**src/rtl/riscv_ctrl_pkg.sv**
```systemverilog
// Shared encodings for the multicycle RV32I control unit.
package riscv_ctrl_pkg;

  typedef enum logic [3:0] {
    S_FETCH, S_DECODE, S_MEMADR, S_MEMREAD, S_MEMWB, S_MEMWRITE,
    S_EXECUTER, S_EXECUTEI, S_UPPER, S_ALUWB, S_BRANCH, S_JAL
  } state_t;

  localparam logic [6:0] OP_LOAD   = 7'b0000011;
  localparam logic [6:0] OP_STORE  = 7'b0100011;
  localparam logic [6:0] OP_RTYPE  = 7'b0110011;
  localparam logic [6:0] OP_ITYPE  = 7'b0010011;
  localparam logic [6:0] OP_LUI    = 7'b0110111;
  localparam logic [6:0] OP_AUIPC  = 7'b0010111;
  localparam logic [6:0] OP_BRANCH = 7'b1100011;
  localparam logic [6:0] OP_JAL    = 7'b1101111;

  localparam logic [2:0] IMM_I = 3'b000;
  localparam logic [2:0] IMM_S = 3'b001;
  localparam logic [2:0] IMM_B = 3'b010;
  localparam logic [2:0] IMM_U = 3'b011;
  localparam logic [2:0] IMM_J = 3'b100;

  localparam logic [2:0] ALU_ADD = 3'b000;
  localparam logic [2:0] ALU_SUB = 3'b001;
  localparam logic [2:0] ALU_AND = 3'b010;
  localparam logic [2:0] ALU_OR  = 3'b011;
  localparam logic [2:0] ALU_XOR = 3'b100;
  localparam logic [2:0] ALU_SLT = 3'b101;
  localparam logic [2:0] ALU_SLL = 3'b110;
  localparam logic [2:0] ALU_SRL = 3'b111;

  // ALU operation class handed from the FSM to the ALU decoder
  localparam logic [1:0] ALUOP_ADD   = 2'b00;
  localparam logic [1:0] ALUOP_SUB   = 2'b01;
  localparam logic [1:0] ALUOP_FUNCT = 2'b10;

  localparam logic [1:0] SRCA_PC    = 2'b00;
  localparam logic [1:0] SRCA_OLDPC = 2'b01;
  localparam logic [1:0] SRCA_RD1   = 2'b10;
  localparam logic [1:0] SRCA_ZERO  = 2'b11;

  localparam logic [1:0] SRCB_RD2  = 2'b00;
  localparam logic [1:0] SRCB_IMM  = 2'b01;
  localparam logic [1:0] SRCB_FOUR = 2'b10;

  localparam logic [1:0] RES_ALUOUT    = 2'b00;
  localparam logic [1:0] RES_DATA      = 2'b01;
  localparam logic [1:0] RES_ALURESULT = 2'b10;

  // Immediate format is a pure function of the opcode
  function automatic logic [2:0] imm_src(input logic [6:0] op);
    case (op)
      OP_STORE:         return IMM_S;
      OP_BRANCH:        return IMM_B;
      OP_LUI, OP_AUIPC: return IMM_U;
      OP_JAL:           return IMM_J;
      default:          return IMM_I;
    endcase
  endfunction

endpackage

```
**src/rtl/alu_decoder.sv**
```systemverilog
// ALU decoder: maps the FSM's ALU op class plus funct fields to ALUControl.
module alu_decoder
  import riscv_ctrl_pkg::*;
(
  input  logic [1:0] i_alu_op,
  input  logic [2:0] i_funct3,
  input  logic       i_funct7b5,
  input  logic       i_op5,
  output logic [2:0] o_alu_control
);

  // funct decode only when the FSM asks for it; op5 separates R-type from I-type
  always_comb begin
    o_alu_control = ALU_ADD;
    case (i_alu_op)
      ALUOP_SUB: o_alu_control = ALU_SUB;
      ALUOP_FUNCT: begin
        case (i_funct3)
          3'b000:  o_alu_control = (i_op5 && i_funct7b5) ? ALU_SUB : ALU_ADD;
          3'b001:  o_alu_control = ALU_SLL;
          3'b010:  o_alu_control = ALU_SLT;
          3'b100:  o_alu_control = ALU_XOR;
          3'b101:  o_alu_control = ALU_SRL;
          3'b110:  o_alu_control = ALU_OR;
          3'b111:  o_alu_control = ALU_AND;
          default: o_alu_control = ALU_ADD;
        endcase
      end
      default: o_alu_control = ALU_ADD;
    endcase
  end

endmodule

```
**src/rtl/multicycle_controller.sv**
```systemverilog
// Multicycle RV32I control unit: main FSM, ImmSrc decode and ALU decode.
// Every output is forced to 0 while rst_n is low so a reset mid-instruction
// cannot leak a write after the reset edge.
module multicycle_controller
  import riscv_ctrl_pkg::*;
#(
  parameter state_t RESET_STATE = S_FETCH
)(
  input  logic       clk,
  input  logic       rst_n,
  input  logic [6:0] op,
  input  logic [2:0] funct3,
  input  logic       funct7b5,
  input  logic       Zero,
  input  logic       MemReady,
  output logic [2:0] ImmSrc,
  output logic [2:0] ALUControl,
  output logic [1:0] ALUSrcA,
  output logic [1:0] ALUSrcB,
  output logic [1:0] ResultSrc,
  output logic       AdrSrc,
  output logic       IRWrite,
  output logic       PCWrite,
  output logic       RegWrite,
  output logic       MemWrite,
  output logic       IllegalInstr
);

  state_t     r_state;
  state_t     w_next;
  logic [2:0] w_imm;
  logic [1:0] w_alu_op;
  logic [2:0] w_alu_control;
  logic [1:0] w_srca;
  logic [1:0] w_srcb;
  logic [1:0] w_res;
  logic       w_adr;
  logic       w_irw;
  logic       w_pcw;
  logic       w_rw;
  logic       w_mw;
  logic       w_ill;
  logic       w_taken;

  // State register
  always_ff @(posedge clk or negedge rst_n) begin
    if (!rst_n) r_state <= RESET_STATE;
    else        r_state <= w_next;
  end

  assign w_taken = ((funct3 == 3'b000) && Zero) || ((funct3 == 3'b001) && !Zero);

  // Next-state and datapath controls for the current state
  always_comb begin
    w_next   = r_state;
    w_imm    = imm_src(op);
    w_alu_op = ALUOP_ADD;
    w_srca   = SRCA_PC;
    w_srcb   = SRCB_RD2;
    w_res    = RES_ALUOUT;
    w_adr    = 1'b0;
    w_irw    = 1'b0;
    w_pcw    = 1'b0;
    w_rw     = 1'b0;
    w_mw     = 1'b0;
    w_ill    = 1'b0;
    case (r_state)
      S_FETCH: begin
        w_srcb = SRCB_FOUR;
        w_res  = RES_ALURESULT;
        if (MemReady) begin
          w_irw  = 1'b1;
          w_pcw  = 1'b1;
          w_next = S_DECODE;
        end
      end
      S_DECODE: begin
        // ALUOut captures OldPC + imm as the branch/jump target
        w_srca = SRCA_OLDPC;
        w_srcb = SRCB_IMM;
        case (op)
          OP_LOAD, OP_STORE: w_next = S_MEMADR;
          OP_RTYPE:          w_next = S_EXECUTER;
          OP_ITYPE:          w_next = S_EXECUTEI;
          OP_LUI, OP_AUIPC:  w_next = S_UPPER;
          OP_BRANCH:         w_next = S_BRANCH;
          OP_JAL:            w_next = S_JAL;
          default: begin
            w_ill  = 1'b1;
            w_next = S_FETCH;
          end
        endcase
      end
      S_MEMADR: begin
        w_srca = SRCA_RD1;
        w_srcb = SRCB_IMM;
        w_next = op[5] ? S_MEMWRITE : S_MEMREAD;
      end
      S_MEMREAD: begin
        w_adr = 1'b1;
        if (MemReady) w_next = S_MEMWB;
      end
      S_MEMWB: begin
        w_res  = RES_DATA;
        w_rw   = 1'b1;
        w_next = S_FETCH;
      end
      S_MEMWRITE: begin
        w_adr = 1'b1;
        w_mw  = 1'b1;
        if (MemReady) w_next = S_FETCH;
      end
      S_EXECUTER: begin
        w_srca   = SRCA_RD1;
        w_srcb   = SRCB_RD2;
        w_alu_op = ALUOP_FUNCT;
        w_next   = S_ALUWB;
      end
      S_EXECUTEI: begin
        w_srca   = SRCA_RD1;
        w_srcb   = SRCB_IMM;
        w_alu_op = ALUOP_FUNCT;
        w_next   = S_ALUWB;
      end
      S_UPPER: begin
        // lui adds the immediate to zero, auipc to OldPC
        w_srca = op[5] ? SRCA_ZERO : SRCA_OLDPC;
        w_srcb = SRCB_IMM;
        w_next = S_ALUWB;
      end
      S_ALUWB: begin
        w_rw   = 1'b1;
        w_next = S_FETCH;
      end
      S_BRANCH: begin
        w_srca   = SRCA_RD1;
        w_srcb   = SRCB_RD2;
        w_alu_op = ALUOP_SUB;
        w_pcw    = w_taken;
        w_next   = S_FETCH;
      end
      S_JAL: begin
        // PC takes the target from ALUOut while the ALU forms OldPC + 4 for rd
        w_srca = SRCA_OLDPC;
        w_srcb = SRCB_FOUR;
        w_pcw  = 1'b1;
        w_next = S_ALUWB;
      end
      default: w_next = S_FETCH;
    endcase
  end

  alu_decoder u_alu_decoder (
    .i_alu_op      (w_alu_op),
    .i_funct3      (funct3),
    .i_funct7b5    (funct7b5),
    .i_op5         (op[5]),
    .o_alu_control (w_alu_control)
  );

  assign ImmSrc       = rst_n ? w_imm         : 3'b000;
  assign ALUControl   = rst_n ? w_alu_control : 3'b000;
  assign ALUSrcA      = rst_n ? w_srca        : 2'b00;
  assign ALUSrcB      = rst_n ? w_srcb        : 2'b00;
  assign ResultSrc    = rst_n ? w_res         : 2'b00;
  assign AdrSrc       = rst_n & w_adr;
  assign IRWrite      = rst_n & w_irw;
  assign PCWrite      = rst_n & w_pcw;
  assign RegWrite     = rst_n & w_rw;
  assign MemWrite     = rst_n & w_mw;
  assign IllegalInstr = rst_n & w_ill;

endmodule
```
**config.mk**
```make
export PLATFORM = sky130hd
export DESIGN_NAME = multicycle_controller
export DESIGN_NICKNAME = d
export VERILOG_FILES = /design/src/rtl/riscv_ctrl_pkg.sv /design/src/rtl/alu_decoder.sv /design/src/rtl/multicycle_controller.sv
export SDC_FILE = /design/constraint.sdc
export NUM_CORES = 1
export LEC_CHECK = 0
export ABC_AREA = 1
export CORE_MARGIN = 2
export CORE_UTILIZATION = 44
export DETAILED_ROUTE_END_ITERATION = 12
export GPL_TIMING_DRIVEN = 0
export HOLD_SLACK_MARGIN = 0.02
export PLACE_DENSITY = 0.85
export SETUP_SLACK_MARGIN = 0.05
export SLEW_MARGIN = 5
export SYNTH_ARGS = -nofsm -noshare
export SYNTH_HDL_FRONTEND = slang
export SYNTH_HIERARCHICAL = 1
export SYNTH_SLANG_ARGS = --single-unit
export TNS_END_PERCENT = 50
```
**constraint.sdc**
```tcl
create_clock -name clk -period 3.3 [get_ports clk]
set_clock_uncertainty 0.2 [all_clocks]
set_input_delay 0.33 -clock clk [delete_from_list [all_inputs] [get_ports clk]]
set_output_delay 0.33 -clock clk [all_outputs]
set_load 0.005 [all_outputs]
```
Yosys cells after proc, flatten, opt, wreduce, memory -nomap -nowiden --
Index checks and enable logic that the tools add are counted.
Storage, ports and cells: output and inout port bits 18, register bits 4, word-level logic and storage cells 84, input bits 15
Operators by class: multiplexer cells 28, bitwise logic cells 6, reductions and logical operators 19, equal/unequal tests 30
Operators with widths (number):
- 4-bit case mux with 6 select lines | 2
- 7-bit by 6-bit equality test with 1-bit output (second input constant) | 3
- 3-bit case mux with 7 select lines | 1
- 4-bit by 3-bit equality test with 1-bit output (second input constant) | 4
- 4-bit equality test (second input constant) | 4
- 7-bit by 5-bit equality test with 1-bit output (second input constant) | 2
- 7-bit equality test (second input constant) | 2
- 2-bit OR reduction | 7
- 3-bit equality test (second input constant) | 4
- 4-bit 2-to-1 mux | 3
- 2-bit case mux with 2 select lines | 3
- 3-bit case mux with 4 select lines | 1
- 4-bit OR reduction | 3
- 3-bit 2-to-1 mux | 3
- 4-bit by 2-bit equality test with 1-bit output (second input constant) | 2
- 1-bit 2-to-1 mux | 8
- 2-bit 2-to-1 mux | 4
- 8-bit OR reduction | 1
- 7-bit by 2-bit equality test with 1-bit output (second input constant) | 1
- 1-bit bitwise AND | 6
- 2-bit != test (second input constant) | 3
- 2-bit case mux with 3 select lines | 1
- 3-bit case mux with 2 select lines | 1
- 4-bit by 1-bit equality test with 1-bit output (second input constant) | 1
- other kinds (11) | 13

Logic depth before layout (Yosys ltp) --
Gate-level depths: netlist (run 1).
depth in word-level cells 6, depth in mapped cells 12, depth with buffers taken out 12

By module --
The synthesis (run 1) kept the hierarchy.
Modules (own cells, without submodules):
- multicycle_controller | instances 1, cells each 115, seq. area each 100.1 sq um, area each 596.8 sq um
- alu_decoder | instances 1, cells each 22, seq. area each 0.0 sq um, area each 118.9 sq um

Least setup slack after synthesis (run 1) --
Ideal clock, no wire load.
path type register to output, start register r_state[0], end output port ALUControl[2], path slack 1.412 ns, buffers on the path 0, required time 2.770 ns, arrival 1.358 ns, stages on the path, launching flop included 13, path through dfrtp_1 inv_2 nand2_1 inv_1 nand2_1 inv_1 inv_1 ha_1 inv_1 nand4_1 inv_1 nand2_1 inv_1
Between the ends: longest elaborated chain between the ends 6, elaborated cells on any way between the ends 9, classes of those cells eq/ne (5); mux (3); reduce/logical (1)
RTL lines:
- start, declared | RTL line multicycle_controller.sv:29 | state_t r_state;
- start signal, assigned | RTL line multicycle_controller.sv:48 | else r_state <= w_next;
- 4-bit by 3-bit equality test with 1-bit output | RTL line multicycle_controller.sv:67 | case (r_state)
- 2-bit OR reduction (no line)
- 2-bit case mux with 2 select lines (*) | RTL line multicycle_controller.sv:67
- via w_alu_op[0] | RTL line multicycle_controller.sv:32 | logic [1:0] w_alu_op;
- 2-bit equality test or 2-bit by 1-bit equality test with 1-bit output (tied branches) | RTL line alu_decoder.sv:15 | case (i_alu_op)
- 3-bit case mux with 2 select lines (*) | RTL line alu_decoder.sv:15
- via w_alu_control[2] | RTL line multicycle_controller.sv:33 | logic [2:0] w_alu_control;
- 3-bit 2-to-1 mux (*) | RTL line multicycle_controller.sv:162 | assign ALUControl = rst_n ? w_alu_control : 3'b000;
- end, declared | RTL line multicycle_controller.sv:17 | output logic [2:0] ALUControl,
The timed path passes the listed nets; every way through them passes the cells marked *.

Final worst setup path (run 1) --
Ends and elaborated chain as after synthesis.

==> results of run 1 <==
-- power by group through the flow --
stage | Clock, mW | Sequential [mW] | Combinational (mW)
final | 0.0588 | 0.0775 | 0.259
after detailed placement | 0 | 0.0781 | 0.262
after floorplan | 0 | 0.0750 | 0.158
after CTS | 0.0613 | 0.0774 | 0.263
after global routing | 0.0675 | 0.0805 | 0.293
after global placement | 0 | 0.0774 | 0.256
-- stage by stage --
stage,util [%],area (um2),power (mW)
floorplan,-,716,0.233
global placement,69.3,1060,0.334
detailed placement,69.3,1060,0.340
CTS,70.8,1080,0.401
global route,70.8,1080,0.441
finish,70.8,1080,0.396
-- cells in the mapped netlist (all sizes together) --
cell | number | area (um2)
a31oi | 3 | 18.8
inv | 29 | 109
nand3b | 1 | 7.51
clkinv | 1 | 3.75
nand3 | 11 | 70.1
clkbuf | 1 | 3.75
nand2 | 46 | 175
dfrtp | 4 | 100
nor3 | 2 | 15.0
o21ai | 2 | 10.0
ha | 2 | 25.0
nor2 | 23 | 111
nand4 | 2 | 12.5
a21oi | 10 | 53.8
-- per-layer routing --
metal  vias up  wire length [um]  global-route usage (%)
li1        495                 -                       -
met1       402               755                    23.1
met2        31              1060                    47.1
met3         0                99                    4.49
met4         0                 0                    1.82
met5         -                 0                       0
-- cell usage in the layout, fill, tap and decap left out, drive strengths merged --
master	n
a21oi	10
a31oi	3
clkbuf	4
clkdlybuf4s50	32
clkinv	1
dfrtp	4
ha	2
inv	29
nand2	46
nand3	11
nand3b	1
nand4	2
nor2	23
nor3	2
o21ai	2
-- final cells by class --
cell class              count  area (um2)
plain buffers               1        3.75
clock buffers               3        22.5
fillers                   146         445
inverters                  30         113
multi-input cells         102         499
flip-flops and latches      4         100
well taps                  16        20.0
repair buffers             32         320
-- worst min path at each step --
stage                 end  slack [ns]  cells after the start
2_1_floorplan  r_state[0]       -0.17                      0
3_3_place_gp   r_state[2]        0.36                      2
3_5_place_dp   r_state[0]        0.38                      2
4_1_cts        r_state[2]        0.17                      1
5_1_grt        r_state[3]        0.18                      1
6_report       r_state[2]        0.17                      1
-- worst max-delay path, stage by stage (launching register included) --
cell and delay [ns]:
dfrtp_1 0.42, inv_2 0.10, nand2_1 0.07, inv_1 0.08, nand2_1 0.05, inv_1 0.11, inv_1 0.06, ha_1 0.31
inv_1 0.07, nand4_1 0.09, inv_1 0.06, nand2_1 0.04, inv_1 0.06, clkdlybuf4s50_1 0.49
-- cell families after synthesis --
logic type	share of synthesized area [%]
buffers and inverters	16.3
adder cells (fa/ha/maj)	3.50
AND/OR/NAND/NOR	54.7
AO/OA/AOI/OAI	11.5
flip-flops	14.0
==> flow_summary.yaml, run 1 <==
outcome:
  status: "finished, final reports clean"
floorplan:
  dieWidth_um: 44.3
  die_height_um: 44.3
  ios: 33
  initial_core_util_pct: 47.0
  core_um2: 1520
  rows: 14
  dieArea_um2: 1970
setup_path:
  critical_path_required_ns: 2.77
  r2r_end: "r_state[2]"
  cp.arrival_ns: 2.25
  r2r_slack_ns: 1.89
  crit_fanout: 5
  crit_path_start: "r_state[0]"
  path_class: "reg -> out"
  critPathCaptureType: "output port"
  endpoint: "ALUControl[2]"
  crit-reg2reg-launch: "r_state[2]"
  reg2reg_depth: 7
  setup.worst_path.start_class: "register"
power:
  p_leak_nw: 0.583
  vdd_drop_max_v: 0.000381
  sequentialPowerShare_pct: 19.6
  power_frac_clock_pct: 14.9
  p_sw_mw: 0.172
  p_int_mw: 0.224
  p_sw_share_pct: 43.4
  power_density_nw_per_um2: 367
  p_comb_share_pct: 65.5
routing:
  remaining_drc_errors: 0
  drtIter0Drc: 15
  routed_wl_mm: 1.91
  wl_per_cell_um: 10.2
  ant_nets: 0
  via_per_inst: 4.94
  dr.pass1.iters: 4
  vias: 928
job:
  maxCapViolCount: 0
sta:
  setup_violations: 0
  rsz0062_at_grt: "false"
  setup-tns-final_ns: 0
  slew_headroom_pct: 62.6
  fin_crit_ns: 2.78
  holdWs_ns: 0.173
  finalHoldViolations: 0
  max_slew.worst_pin.slew_ns: 0.556
  slew_viol_final: 0
  max_freq_ghz: 0.360
  fin_ws_ns: 0.522
  period_share_pct: 84.2
global_routing:
  grt_pass1_wl_mm: 3.37
  grt_use_total_pct: 22.5
  overflow: 0
  antenna_found_initial: 0
  grt_pass1_vias: 869
  grt_max_degree: 11
final_layout:
  antenna_cells: 0
  top_register: "r_state"
  areaGrowthSynthToFinish_pct: 50.7
  largest_reg_flops: 4
  nets: 191
  drive_gt1_share_pct: 10.5
  stdcell_count: 188
  reg_top3: "r_state (4)"
place:
  hpwl_mm: 1.68
  place_congestion: 0.810
  io_buffers: 32
  place_ws_ns: 0.631
  dp.cells: 185
clock_network:
  cts_resized: 0
  htree_levels: 1
  cts_setup_buffers: 0
  cts_sinks: 4
  clock_path_buffers: 2
  clock_latency_ns: 0.23
  postCtsHoldBufs: 0
  cts_made_buffers: 3
  root_buffer: "clkbuf_4"
  cts_tree: "done"
  path_clk_slew_ns: 0.04
synth:
  syn_area_um2: 716
  ys_warn_count: 6
  syn-num-nets: 154
  yosysSeqAreaShare_pct: 14.0
  synth_cells: 137
  synth_cell_types: 21
  synth.avg_cell_area_um2: 5.22
  ys_seq_elements: 4
worst_hold_path:
  min_path_type: "in -> async"
Note: power is estimated with default switching activity, not from simulation.
==> run 2: changes to the inputs <==
--- a/config.mk
+++ b/config.mk
@@ -7,11 +7,11 @@
 export LEC_CHECK = 0
 export ABC_AREA = 1
 export CORE_MARGIN = 2
-export CORE_UTILIZATION = 44
+export CORE_UTILIZATION = 41
 export DETAILED_ROUTE_END_ITERATION = 12
 export GPL_TIMING_DRIVEN = 0
 export HOLD_SLACK_MARGIN = 0.02
-export PLACE_DENSITY = 0.85
+export PLACE_DENSITY = 0.8
 export SETUP_SLACK_MARGIN = 0.05
 export SLEW_MARGIN = 5
 export SYNTH_ARGS = -nofsm -noshare
==> constraint.sdc (replaced) <==
create_clock -name clk -period 2.6 [get_ports clk]
set_clock_uncertainty 0.2 [all_clocks]
set_input_delay 0.26 -clock clk [delete_from_list [all_inputs] [get_ports clk]]
set_output_delay 0.26 -clock clk [all_outputs]
set_load 0.005 [all_outputs]
==> run 2 against run 1 <==
Against the previous run: utilization down 3.1 points; register-to-register slack worse by 0.79 ns; cell count up 2.7%; critical path depth down 4; non-clock buffer count up 4; critical path type unchanged; largest power group unchanged.
==> flow_summary.yaml, run 2 (same netlist as run 1, synthesis figures left out) <==
outcome:
  status: "finished, final reports clean"
sta:
  period_share_pct: 94.9
  rsz0062_at_grt: "true"
  slew_viol_final: 0
  max_slew.worst_pin.slew_ns: 0.399
  fin_crit_ns: 2.47
  finalHoldViolations: 0
  slew_headroom_pct: 73.4
  max_freq_ghz: 0.405
  setup-tns-final_ns: 0
  setup_violations: 0
job:
  maxCapViolCount: 0
clock_network:
  cts_sinks: 4
  clock_path_buffers: 2
  root_buffer: "clkbuf_4"
  cts_made_buffers: 3
  cts_tree: "done"
  htree_levels: 1
  path_clk_slew_ns: 0.04
  clock_latency_ns: 0.23
setup_path:
  worstPathCellList: "inv_1 -> nand3_1 -> inv_1 -> ha_4 -> nand3_2 -> a21oi_2 -> nand2_1 -> inv_1 -> clkdlybuf4s50_1"
  critical_path_required_ns: 2.14
  crit_top_cell: "inv_1"
  setup.worst_path.start_class: "register"
  slowest_stage: "clkdlybuf4s50_1"
  crit_buf_inv: 4
  cp.arrival_ns: 2.01
  max_stage_delay_ns: 0.49
  cp_top_family: "buffers and inverters"
  path_class: "reg -> out"
  crit_fanout: 3
  critPathCaptureType: "output port"
final_layout:
  drive_gt1_share_pct: 14.8
  antenna_cells: 0
  nets: 195
  reg_top3: "r_state (4)"
  final_cell_mix: "nand2_1, clkdlybuf4s50_1, inv_1, nor2_1, a21oi_1"
  largest_reg_flops: 4
  top_register: "r_state"
  final_common_cell: "nand2_1"
  postLayoutCoreUtil_pct: 67.6
  areaGrowthSynthToFinish_pct: 59.6
routing:
  drtIter0Drc: 6
  remaining_drc_errors: 0
  routed_wl_mm: 1.94
  ant_nets: 0
  via_per_inst: 4.90
  wl_per_cell_um: 10.1
  dr.pass1.iters: 6
  vias: 946
power:
  power_density_nw_per_um2: 461
  p_leak_nw: 0.626
  total_power_mw: 0.526
  vdd_drop_max_v: 0.000450
floorplan:
  die_height_um: 45.8
  dieWidth_um: 45.8
  rows: 15
  core_um2: 1690
  ios: 33
  initial_core_util_pct: 42.4
  dieArea_um2: 2100
place:
  hpwl_mm: 1.53
  io_buffers: 32
  place_congestion: 0.833
global_routing:
  overflow: 0
  grt_max_degree: 11
  grt_pass1_wl_mm: 2.89
  antenna_found_initial: 0
  grt_pass1_vias: 792
  grt_use_total_pct: 18.3
worst_hold_path:
  min_path_type: "reg -> reg"
run 2: changes by cell type in the layout (fill, tap and decap cells not counted), sizes merged:
| cell | delta |
|---|---|
| buf | +3 |
| clkdlybuf4s50 | -2 |
| dlymetal6s2s | +2 |
| dlygate4sd3 | +1 |
run 2: what timing repair did:
action | CTS | global route
pin swaps | 1 | 0
hold endpoints to repair | 0 | 4
endpoints found under the setup margin | 2 | 13
buffers inserted | 2 | 1
gates resized for setup | 5 | 3
hold buffers | 0 | 1
run 2: worst paths after layout:
kind	from	endpoint	slack (ns)	cells after the start
max	r_state[3]	ALUControl[0]	0.13	9
min	r_state[2]	r_state[2]	0.37	2
max reg2reg	r_state[3]	r_state[2]	1.10	8
min reg2reg	r_state[2]	r_state[2]	0.37	2
max in group asynchronous	rst_n	r_state[2]	1.64	2
min in group asynchronous	rst_n	r_state[1]	0.39	2
run 2: layout make-up:
cell class,instances,area [um2]
flip-flops and latches,4,103
plain buffers,1,3.75
fillers,166,547
repair buffers,36,358
well taps,17,21.3
inverters,30,113
clock buffers,3,22.5
multi-input cells,102,522
run 2: report_power, final:
part	total [mW]	switching [mW]	internal [mW]	leakage [nW]
clock	0.0731	0.0217	0.0514	0.0138
combinational	0.359	0.187	0.172	0.562
sequential	0.0936	0.0159	0.0777	0.0501
run 2: routing by layer:
layer  share of wire [%]  vias up  track usage [%]  wire [um]
li1                    -      502                -          -
met1                  39      415             17.7        765
met2                  55       29             39.7       1060
met3                 6.0        0             4.37        117
met4                   0        0                0          0
met5                   0        -                0          0
run 2: metrics by stage:
step / instances / cell area, um2 / hold WS, ns / worst slack, ns
after floorplan: 137 / 716 / -0.236 / 0.782
after global placement: 186 / 1060 / 0.354 / 0.0888
after detailed placement: 186 / 1060 / 0.349 / 0.102
after CTS: 191 / 1110 / 0.110 / 0.0780
after global routing: 193 / 1140 / 0.404 / 0.0368
final: 193 / 1140 / 0.369 / 0.132
run 2: worst reg2reg max path, stage by stage (launching register included):
cell and delay, ns:
dfrtp_1 0.39, buf_4 0.15, nor2_2 0.19, inv_2 0.09
nor2_4 0.16, nand3_1 0.09, nand2_1 0.08, nand2_1 0.05
nand2_1 0.05
==> run 3: changes to the inputs <==
--- a/config.mk
+++ b/config.mk
@@ -7,11 +7,11 @@
 export LEC_CHECK = 0
 export ABC_AREA = 1
 export CORE_MARGIN = 2
-export CORE_UTILIZATION = 41
+export CORE_UTILIZATION = 37
 export DETAILED_ROUTE_END_ITERATION = 12
 export GPL_TIMING_DRIVEN = 0
 export HOLD_SLACK_MARGIN = 0.02
-export PLACE_DENSITY = 0.8
+export PLACE_DENSITY = 0.76
 export SETUP_SLACK_MARGIN = 0.05
 export SLEW_MARGIN = 5
 export SYNTH_ARGS = -nofsm -noshare
==> constraint.sdc (replaced) <==
create_clock -name clk -period 2.08 [get_ports clk]
set_clock_uncertainty 0.2 [all_clocks]
set_input_delay 0.208 -clock clk [delete_from_list [all_inputs] [get_ports clk]]
set_output_delay 0.208 -clock clk [all_outputs]
set_load 0.005 [all_outputs]
==> run 3 against run 2 <==
Against the previous run: total power is 40% higher; critical path depth is 2 higher; utilization is 3.3 points higher; global-route usage is 3.7 points higher; combinational power is 45% higher; cell area is 9.5% higher; register-to-register slack worse by 0.52 ns; clock power is 29% higher; die area is 9.8% higher; cell count is 8.3% higher; clock-buffer cell count stayed put; critical path type unchanged.
==> flow_summary.yaml, run 3 (same netlist as run 1, synthesis figures left out) <==
setup_path:
  critical_path_required_ns: 1.67
  crit_fanout: 5
  cp_top_family: "flip-flops"
  slowest_stage: "dfrtp_2"
  max_stage_delay_ns: 0.47
  path_class: "reg -> out"
  setup.worst_path.start_class: "register"
  worstPathCellList: "nor2_4 -> nand2_1 -> inv_2 -> inv_2 -> ha_4 -> inv_2 -> nand4_1 -> inv_1 -> nand2_1 -> inv_1 -> buf_2"
  crit_buf_inv: 6
  cp.arrival_ns: 1.66
  critPathCaptureType: "output port"
  crit_top_cell: "inv_2"
global_routing:
  grt_pass1_vias: 943
  grt_pass1_wl_mm: 3.53
  antenna_found_initial: 0
  overflow: 0
  grt_use_total_pct: 22.0
  grt_max_degree: 11
final_layout:
  areaGrowthSynthToFinish_pct: 74.8
  final_cell_mix: "nand2_1, inv_1, nor2_1, clkdlybuf4s50_1"
  top_register: "r_state"
  nFillCells: 159
  multi_input_area_um2: 583
  largest_reg_flops: 4
  final_common_cell: "nand2_1"
  reg_top3: "r_state (4)"
  final-seq-area_um2: 104
  antenna_cells: 0
  nets: 203
  postLayoutCoreUtil_pct: 70.9
  drive_gt1_share_pct: 31.5
sta:
  slew_viol_final: 0
  setup-tns-final_ns: 0
  rsz0062_at_grt: "true"
  slew_headroom_pct: 71.4
  fin_crit_ns: 2.07
  finalHoldViolations: 0
  max_freq_ghz: 0.484
  setup_violations: 0
  period_share_pct: 99.3
  max_slew.worst_pin.slew_ns: 0.429
power:
  p_leak_nw: 0.736
  vdd_drop_max_v: 0.000484
  power_density_nw_per_um2: 588
job:
  maxCapViolCount: 0
clock_network:
  htree_levels: 1
  cts_sinks: 4
  root_buffer: "clkbuf_4"
  clock_path_buffers: 2
  cts_tree: "done"
  cts_made_buffers: 3
  clock_latency_ns: 0.23
  path_clk_slew_ns: 0.04
floorplan:
  dieWidth_um: 48.0
  ios: 33
  initial_core_util_pct: 40.6
  die_height_um: 48.0
  dieArea_um2: 2300
  rows: 15
  core_um2: 1760
routing:
  wl_per_cell_um: 11.8
  drtIter0Drc: 9
  routed_wl_mm: 2.47
  ant_nets: 0
  dr.pass1.iters: 4
  vias: 1022
  via_per_inst: 4.89
  remaining_drc_errors: 0
place:
  io_buffers: 32
  place_congestion: 0.808
  hpwl_mm: 1.63
outcome:
  status: "finished, final reports clean"
worst_hold_path:
  min_path_type: "in -> reg"
## run 3: changes by cell type in the layout (fill, tap and decap cells not counted), moves of 4 or more
cell             change
dlygate4sd2_1        +9
clkdlybuf4s50_1     -20
clkbuf_2             +4
buf_4                +6
inv_2                +4
nand2_1              -5
nand2_2              +5
inv_1                -6
## run 3: per-stage QoR
step	power (mW)	cell area (um2)	hold slack (ns)	instances	worst slack [ns]
detailed placement	0.538	1070	0.302	194	-0.354
global placement	0.533	1070	0.305	194	-0.328
floorplan	0.370	716	-0.288	137	0.314
CTS	0.693	1190	0.318	205	-0.0374
finish	0.735	1250	0.323	209	0.0144
global route	0.800	1250	0.356	209	-0.0703
## run 3: cell type report
class	instances	share of cell area [%]
inverters	30	9.40
repair buffers	44	31.1
flip-flops and latches	4	8.30
clock buffers	3	1.80
plain buffers	1	0.300
multi-input cells	102	46.6
well taps	25	2.50
## run 3: repair_timing
action / 4_1_cts / 5_1_grt
pin swaps: 8 / 7
buffers inserted: 7 / 4
setup endpoints to repair: 18 / 10
gates cloned: 0 / 0
hold endpoints to repair: 4 / 0
hold buffers: 1 / 0
resized for setup: 49 / 24
## run 3: path summary, 6_finish.rpt
path,start,end,slack (ns),cells past startpoint
min in group asynchronous,rst_n,r_state[2],0.34,2
min,op[4],r_state[2],0.32,5
max reg2reg,r_state[1],r_state[2],0.58,9
min reg2reg,r_state[2],r_state[2],0.44,2
max,r_state[2],ALUControl[2],0.01,11
max in group asynchronous,rst_n,r_state[3],1.14,2
## run 3: power breakdown
part | internal, mW | switching (mW) | total, mW | leakage [nW]
Sequential | 0.0974 | 0.0249 | 0.122 | 0.0485
Combinational | 0.244 | 0.275 | 0.519 | 0.673
Clock | 0.0644 | 0.0296 | 0.0940 | 0.0138
Total | 0.406 | 0.330 | 0.735 | 0.736
## run 3: layer usage
layer  wire, um  track usage, %  up-vias  part of all wire, %
met5          0               0        -                    0
met4         10            6.49        0                 0.41
met3        159            6.42        2                  6.5
met2       1360            44.5       37                   55
met1        935            20.8      465                   38
li1           -               -      518                    -
## run 3: worst reg2reg max path, cell delays in order, from the launching register on
cell and delay [ns]:
dfrtp_2 0.42, buf_4 0.16, nand2_1 0.09, inv_2 0.06, nand2_2 0.09, nand3_2 0.08, nand2_2 0.09, clkinv_1 0.08
nand2_1 0.06, nand2_1 0.06
